### config.mk
export PLATFORM = sky130hd
export DESIGN_NAME = perf_frame_tx
export DESIGN_NICKNAME = d
export VERILOG_FILES = /design/src/rtl/perf_frame_tx.sv
export SDC_FILE = /design/constraint.sdc
export NUM_CORES = 1
export LEC_CHECK = 0
export CAP_MARGIN = 0
export CORE_MARGIN = 8
export CORE_UTILIZATION = 55
export CTS_CLUSTER_DIAMETER = 30
export DETAILED_ROUTE_END_ITERATION = 10
export DONT_BUFFER_PORTS = 1
export PLACE_DENSITY = 0.72
export SYNTH_ARGS = -nofsm -noshare
export SYNTH_HDL_FRONTEND = slang
export SYNTH_SLANG_ARGS = --single-unit
### constraint.sdc
create_clock -name clk -period 3.58 [get_ports clk]
set_clock_uncertainty 0.05 [all_clocks]
set_input_delay 0.716 -clock clk [delete_from_list [all_inputs] [get_ports clk]]
set_output_delay 0.716 -clock clk [all_outputs]
set_load 0.005 [all_outputs]
### src/rtl/perf_frame_tx.sv
// perf_frame_tx: latches NUM_WORDS counter words and streams them to uart_tx as sync, count, LE data bytes.
// Define PERF_FRAME_CHECKSUM_EN to append an 8-bit wrap-around sum of every byte after the sync byte.
module perf_frame_tx #(
  parameter int         NUM_WORDS = 8,
  parameter logic [7:0] SYNC_BYTE = 8'hA5
) (
  input  logic                    clk,
  input  logic                    rstn,
  input  logic                    snap_i,
  input  logic [32*NUM_WORDS-1:0] data_i,
  input  logic                    tx_busy_i,
  output logic [7:0]              tx_data_o,
  output logic                    tx_start_o,
  output logic                    frame_busy_o,
  output logic                    frame_done_o,
  output logic                    snap_drop_o
);

  localparam int NUM_BYTES = 4 * NUM_WORDS;
`ifdef PERF_FRAME_CHECKSUM_EN
  localparam int FRAME_LEN = NUM_BYTES + 3;
`else
  localparam int FRAME_LEN = NUM_BYTES + 2;
`endif
  localparam int               IDX_W      = $clog2(FRAME_LEN);
  localparam logic [IDX_W-1:0] LAST_IDX   = IDX_W'(FRAME_LEN - 1);
  localparam logic [7:0]       COUNT_BYTE = 8'(NUM_WORDS);

  typedef enum logic [1:0] {IDLE, SEND, WAIT_HI, WAIT_LO} state_t;

  state_t                    state_q, state_d;
  logic [NUM_BYTES-1:0][7:0] shadow_q, shadow_d;
  logic [IDX_W-1:0]          idx_q, idx_d, idx_inc;
  logic [7:0]                tx_data_q, tx_data_d;
  logic                      tx_start_q, tx_start_d;
  logic                      busy_q, busy_d;
  logic [7:0]                next_byte;
  logic                      last_byte;
`ifdef PERF_FRAME_CHECKSUM_EN
  logic [7:0]                csum_q, csum_d;
`endif

  assign idx_inc   = idx_q + IDX_W'(1);
  assign last_byte = (idx_q == LAST_IDX);

  // Byte that follows the one currently on the wire; the sync byte is issued straight from IDLE.
  always_comb begin
    next_byte = COUNT_BYTE;
    for (int i = 0; i < NUM_BYTES; i++) begin
      if (idx_inc == IDX_W'(i + 2)) next_byte = shadow_q[i];
    end
`ifdef PERF_FRAME_CHECKSUM_EN
    if (idx_inc == LAST_IDX) next_byte = csum_q;
`endif
  end

  always_comb begin
    state_d    = state_q;
    shadow_d   = shadow_q;
    idx_d      = idx_q;
    tx_data_d  = tx_data_q;
    tx_start_d = 1'b0;
    busy_d     = busy_q;
`ifdef PERF_FRAME_CHECKSUM_EN
    csum_d     = csum_q;
`endif
    case (state_q)
      IDLE: begin
        if (snap_i) begin
          shadow_d   = data_i;
          idx_d      = '0;
          tx_data_d  = SYNC_BYTE;
          tx_start_d = 1'b1;
          busy_d     = 1'b1;
          state_d    = SEND;
`ifdef PERF_FRAME_CHECKSUM_EN
          csum_d     = '0;
`endif
        end
      end
      SEND: state_d = WAIT_HI;
      WAIT_HI: begin
        if (tx_busy_i) state_d = WAIT_LO;
      end
      WAIT_LO: begin
        if (!tx_busy_i) begin
          if (last_byte) begin
            busy_d  = 1'b0;
            state_d = IDLE;
          end else begin
            idx_d      = idx_inc;
            tx_data_d  = next_byte;
            tx_start_d = 1'b1;
            state_d    = SEND;
`ifdef PERF_FRAME_CHECKSUM_EN
            if (idx_inc != LAST_IDX) csum_d = csum_q + next_byte;
`endif
          end
        end
      end
      default: state_d = IDLE;
    endcase
  end

  always_ff @(posedge clk or negedge rstn) begin
    if (!rstn) begin
      state_q    <= IDLE;
      shadow_q   <= '0;
      idx_q      <= '0;
      tx_data_q  <= '0;
      tx_start_q <= 1'b0;
      busy_q     <= 1'b0;
`ifdef PERF_FRAME_CHECKSUM_EN
      csum_q     <= '0;
`endif
    end else begin
      state_q    <= state_d;
      shadow_q   <= shadow_d;
      idx_q      <= idx_d;
      tx_data_q  <= tx_data_d;
      tx_start_q <= tx_start_d;
      busy_q     <= busy_d;
`ifdef PERF_FRAME_CHECKSUM_EN
      csum_q     <= csum_d;
`endif
    end
  end

  assign tx_data_o    = tx_data_q;
  assign tx_start_o   = tx_start_q;
  assign frame_busy_o = busy_q;
  // Done and drop flag the very cycle their condition is seen, so IDLE can accept a snapshot next cycle.
  assign frame_done_o = (state_q == WAIT_LO) && !tx_busy_i && last_byte;
  assign snap_drop_o  = snap_i && (state_q != IDLE);

endmodule

==> results of run 1 <==
==> routing by layer <==
layer / GRT usage / vias up / wire (um)
met5: 0 / - / 30
met4: 0.0901 / 6 / 1110
met3: 0.0844 / 100 / 4760
met2: 0.441 / 592 / 20900
met1: 0.365 / 5478 / 18000
li1: - / 4726 / -
==> synthesized netlist by cell type, types with 9 or more instances <==
cell         n
a32oi_1     13
buf_2       19
a211oi_1    12
o21ai_0     48
o221ai_1    18
nand3_1     17
nand4_1     11
nor2_1      49
clkbuf_1    41
mux2_2     257
buf_1        9
nor3_1      21
a21oi_1     41
ha_1         9
and3_1      12
a221oi_1    13
dfrtp_1    274
nand2_1     77
buf_4        9
o2111ai_1   10
o22ai_1     23
inv_1       13
o211ai_1    21
a22oi_1     12
==> through the flow <==
step	utilization	setup WS [ps]	cell area (sq um)	power, W	hold WS (ps)
after detailed placement	0.579	-225	14600	0.0101	388
after global routing	0.657	66.4	16500	0.0159	-195
after floorplan	-	803	14100	0.00853	370
final	0.657	140	16500	0.0153	-176
after CTS	0.653	69.0	16500	0.0152	-204
after global placement	0.579	-215	14600	0.00993	388
==> power groups by stage <==
stage / Clock, W / Combinational [W] / Sequential (W)
6_report: 0.00504 / 0.00430 / 0.00595
3_5_place_dp: 0 / 0.00418 / 0.00591
5_1_grt: 0.00525 / 0.00461 / 0.00607
2_1_floorplan: 0 / 0.00326 / 0.00527
3_3_place_gp: 0 / 0.00405 / 0.00587
4_1_cts: 0.00509 / 0.00424 / 0.00590
==> final cells by class <==
type                            count  area, sq um  area share
Sequential cell                   274         6860       0.415
Multi-Input combinational cell    832         6840       0.414
Clock buffer                       65         1500      0.0904
Timing Repair Buffer               59          480      0.0290
Tap cell                          330          413      0.0250
Clock inverter                     41          382      0.0231
Inverter                           15         56.3     0.00340
Antenna cell                        6         15.0    0.000908
==> logic make-up after synthesis <==
kind of cell / Yosys count
buffers and inverters: 98
flip-flops: 274
AND/OR/NAND/NOR: 244
adder cells (fa/ha/maj): 9
multiplexers: 260
AO/OA/AOI/OAI: 319
==> how the worst max path moves through the flow <==
stage	from	end	slack, ps	depth (start not counted)
floorplan	idx_q[0]$_DFFE_PN0P_	tx_data_o[7]$_DFFE_PN0P_	800	12
global placement	idx_q[0]$_DFFE_PN0P_	tx_data_o[6]$_DFFE_PN0P_	-210	9
detailed placement	idx_q[1]$_DFFE_PN0P_	tx_data_o[6]$_DFFE_PN0P_	-220	9
CTS	idx_q[1]$_DFFE_PN0P_	tx_data_o[6]$_DFFE_PN0P_	70	9
global route	idx_q[1]$_DFFE_PN0P_	tx_data_o[0]$_DFFE_PN0P_	70	11
finish	idx_q[2]$_DFFE_PN0P_	tx_data_o[7]$_DFFE_PN0P_	140	9
==> registers in the layout, summed over array words and instances (netlist names) <==
signal	count
frame_busy_o	1
idx_q	6
shadow_q	256
state_q	2
tx_data_o	8
tx_start_o	1
==> worst max-delay path, delay by kind of cell, from the launching register on <==
family          cells  cell delay [ps]
compound gates      6             1990
flops               1              540
simple gates        2              440
buf+inv             1              250
==> what timing repair did <==
item,CTS,global route
resized for setup,1,7
pin swaps,0,1
hold endpoints to repair,274,274
setup endpoints to repair,1,4
buffers inserted,0,4
==> results.cfg, run 1 <==
[outcome]
status = finished, violations left
failed_checks = hold timing

[clock_tree]
cts_max_level = 2
cts_inserted_buffers = 57
cts_tree = built
clk-insertion-delay-late_ps = 570
cts-root-buf = clkbuf_16
cts_num_sinks = 274
cts_buffer_depth = 3
path_clk_slew_ps = 50

[power_and_ir_drop]
p_clk_frac = 0.330
vdd_drop_max_mv = 0.730
power_leakage_nw = 7.06
seqPwrFrac = 0.389
power_frac_comb = 0.281
internal_power_w = 0.0101
switching_share = 0.339
p_per_area_nw_per_um2 = 925
p_sw_w = 0.00519

[route]
initialDrtViolationCount = 1190
wl_per_cell_um = 27.6
vias_per_cell = 6.72
postRouteWirelength_mm = 44.8
drc = 0
dr.pass1.iters = 7
vias = 10900
ant_nets = 0

[synthesis]
yosysUniqueCellTypes = 93
syn_inst = 1204
syn_area_sq_um = 14100
avgSynthCellArea_sq_um = 11.7
synthSimpleGateAreaFrac = 0.0878
synthArstFlopShare = 1.00
synth_fa_ha_area_frac = 0.00798
synthMuxAreaShare = 0.207
synth_edf_count = 0
synth_top_area_share = 0.486
yosysSeqAreaShare = 0.486
ys_warn_count = 0
synth_area_leader_cell = dfrtp_1
ys_seq_elements = 274
syn_nets = 1473
ys.flop_type = dfrtp_1
synth_xor_area_frac = 0
synth_compound_area_frac = 0.179
synth_top_family_by_area = multiplexers
yosys-top-cells-area = dfrtp_1 (49%), mux2_2 (20%), nand2_1 (2.0%), o21ai_0 (1.7%), a21oi_1 (1.5%)

[sta]
final.setup.tns_ps = 0
finalHoldViolCount = 274
setup_viol = 0
period_share = 0.961
slew_headroom = 0.236
drv_slew = 0
worstMarginPinSlew_ps = 1150
rsz0062_at_grt = no
max_freq_mhz = 291
fin_hold_ws_ps = -176
finalCriticalPeriod_ps = 3440

[layout]
layout_common_cells = dfrtp_1 (273), mux2_2 (257), nand2_1 (75)
nets = 1508
layout_commonest_cell = dfrtp_1
area_growth_pct = 17.2
fillers = 1933
drive_above_1_share = 0.364
layout.cells.non_filler = 1622

[die]
num_rows = 58
start_util = 0.561
dieArea_sq_um = 31100
ioPinCount = 272
core_area_sq_um = 25200
die_width_um = 176
die_h_um = 176

[worst_setup_path]
reg2reg_depth = 9
r2r-start = idx_q[2]$_DFFE_PN0P_
crit_path_max_incr_delay_ps = 610
criticalPathCategory = register to register
cp_slowest_cell = o41ai_1
cp-start-kind = register
worstPathMaxFanout = 13
worst_setup_path_end_kind = register
crit_chain = buf_4 -> nor2_1 -> a32o_1 -> o211ai_2 -> o21ai_0 -> or4_1 -> a21oi_1 -> o41ai_1 -> o221ai_1
ff2ff_setup_slack_ps = 140
cp.required_ps = 3920
r2r-end = tx_data_o[7]$_DFFE_PN0P_
worst_ep_arrival_time_ps = 3780

[placement]
dp_cells = 1506
place.gp.congestion = 0.933
port_buffers = 0
dp_hpwl_mm = 32.4

[global_route]
grt_pass1_wl_mm = 67.4
grt_overflow = 0
grt_usage = 0.280
first_global_vias = 11100
antenna_found_initial = 9
grt_max_degree = 275

[run]
cap_violations = 0

[hold_path]
hold_class = input pin to async pin
(Power assumes the default switching activity.)
==> inputs of run 2 (changes only) <==
Settings changed: CORE_UTILIZATION 55 to 64, PLACE_DENSITY 0.72 to 0.82.
==> results.cfg, run 2 (synthesized netlist as in run 1, its figures left out) <==
[clock_tree]
cts_num_sinks = 274
cts_buffer_depth = 3
cts_max_level = 2
cts_tree = built
cts_inserted_buffers = 47
clk-insertion-delay-late_ps = 540
path_clk_slew_ps = 60
cts-root-buf = clkbuf_16

[power_and_ir_drop]
power_frac_comb = 0.296
switching_share = 0.339
internal_power_w = 0.00967
p_sw_w = 0.00496
p_per_area_nw_per_um2 = 902
vdd_drop_max_mv = 0.555
seqPwrFrac = 0.404
power_leakage_nw = 6.91
p_clk_frac = 0.300

[route]
postRouteWirelength_mm = 43.2
vias_per_cell = 7.05
drc = 0
initialDrtViolationCount = 1480
wl_per_cell_um = 27.8
dr.pass1.iters = 6
ant_nets = 0
vias = 11000

[sta]
drv_slew = 0
max_freq_mhz = 292
finalCriticalPeriod_ps = 3430
setup_ws_ps = 151
slew_headroom = 0.441
period_share = 0.958
worstMarginPinSlew_ps = 839
setup_viol = 0
finalHoldViolCount = 274
rsz0062_at_grt = no
fin_hold_ws_ps = -170
final.setup.tns_ps = 0

[placement]
place.gp.congestion = 0.950
port_buffers = 0
post_dp_cell_area_sq_um = 14500
dp_hpwl_mm = 31.1
post-place-ws_ps = -119

[layout]
largest_reg_flops = 256
layout_common_cells = dfrtp_1 (272), mux2_2 (257), nand2_1 (76)
layout_commonest_cell = dfrtp_1
fillers = 1483
largest-register = shadow_q
nets = 1497
drive_above_1_share = 0.351
area_growth_pct = 14.9
design_area_sq_um = 16200

[worst_setup_path]
crit_chain = buf_4 -> a21bo_1 -> a41o_1 -> buf_4 -> o211ai_2 -> nand2_1 -> a221oi_1 -> nand4_1 -> o2bb2ai_2 -> o41ai_1
cp_slowest_cell = a221oi_1
worst_ep_arrival_time_ps = 3760
worstPathMaxFanout = 16
worst-path-stages = 10
r2r-start = idx_q[0]$_DFFE_PN0P_
cp.required_ps = 3910
criticalPathCategory = register to register
crit_path_max_incr_delay_ps = 600
crit_family = compound AO/OA/AOI/OAI gates
ff2ff_setup_slack_ps = 150
worst_setup_path_end_kind = register
reg2reg_depth = 10
r2r-end = tx_data_o[6]$_DFFE_PN0P_
path_buf_inv = 2
cp-start-kind = register
crit_top_cell = buf_4

[global_route]
grt_usage = 0.311
antenna_found_initial = 11
grt_pass1_wl_mm = 64.8
grt_overflow = 0
grt_max_degree = 275
first_global_vias = 11000

[hold_path]
hold_class = input pin to async pin

[die]
dieArea_sq_um = 27100
die_h_um = 165
core_area_sq_um = 21800
die_width_um = 165
num_rows = 54
ioPinCount = 272
start_util = 0.649

[outcome]
status = finished, violations left
failed_checks = hold timing

[run]
cap_violations = 0
[run 2: changes by cell type in the layout (fill, tap and decap cells not counted), sizes merged]
cell,before,now
clkinv,18,12
diode,6,10
inv,26,20
buf,59,57
clkinvlp,9,6
a221oi,16,17
clkbuf,65,60
[run 2: area by class of cell]
type / instances / area (sq um) / share of cell area
tap: 280 / 350 / 0.0216
clock inverter: 26 / 313 / 0.0193
timing repair buffer: 57 / 465 / 0.0287
inverter: 15 / 56.3 / 0.00347
antenna: 10 / 25.0 / 0.00154
multi-input combinational: 833 / 6860 / 0.423
sequential: 274 / 6860 / 0.423
clock buffer: 60 / 1290 / 0.0793
[run 2: power groups by stage]
stage               logic (W)  clock network, W  registers (W)
finish                0.00432           0.00439        0.00591
global route          0.00461           0.00461        0.00601
CTS                   0.00423           0.00445        0.00585
detailed placement    0.00417                 0        0.00586
global placement      0.00402                 0        0.00582
floorplan             0.00326                 0        0.00527
[run 2: how the worst max path moves through the flow]
stage          slack (ps)                       end                  from
5_1_grt                70  tx_data_o[6]$_DFFE_PN0P_  idx_q[0]$_DFFE_PN0P_
6_report              150  tx_data_o[6]$_DFFE_PN0P_  idx_q[0]$_DFFE_PN0P_
4_1_cts                 5  tx_data_o[7]$_DFFE_PN0P_  idx_q[0]$_DFFE_PN0P_
3_3_place_gp           20  tx_data_o[7]$_DFFE_PN0P_  idx_q[0]$_DFFE_PN0P_
3_5_place_dp         -120  tx_data_o[7]$_DFFE_PN0P_  idx_q[0]$_DFFE_PN0P_
2_1_floorplan         800  tx_data_o[7]$_DFFE_PN0P_  idx_q[0]$_DFFE_PN0P_
[run 2: stage by stage]
| step | total power (W) | instances | utilization |
|---|---|---|---|
| final | 0.0146 | 1555 | 0.745 |
| after global routing | 0.0152 | 1551 | 0.745 |
| after CTS | 0.0145 | 1543 | 0.742 |
| after detailed placement | 0.0100 | 1457 | 0.668 |
| after global placement | 0.00984 | 1457 | 0.668 |
| after floorplan | 0.00853 | 1204 | - |
[run 2: layer usage]
metal  GRT usage  wire, um  vias to the layer above  part of all wire
li1            -         -                     4695                 -
met1       0.410     16500                     5369              0.38
met2       0.482     20000                      741              0.46
met3      0.0855      5130                      151              0.12
met4       0.121      1580                        8             0.036
met5           0        44                        -            0.0010
[run 2: repair_timing]
action	4_1_cts	5_1_grt
setup endpoints to repair	2	4
resized for setup	2	7
pin swaps	0	1
hold endpoints to repair	274	274
cloned	0	1
buffers inserted	0	1
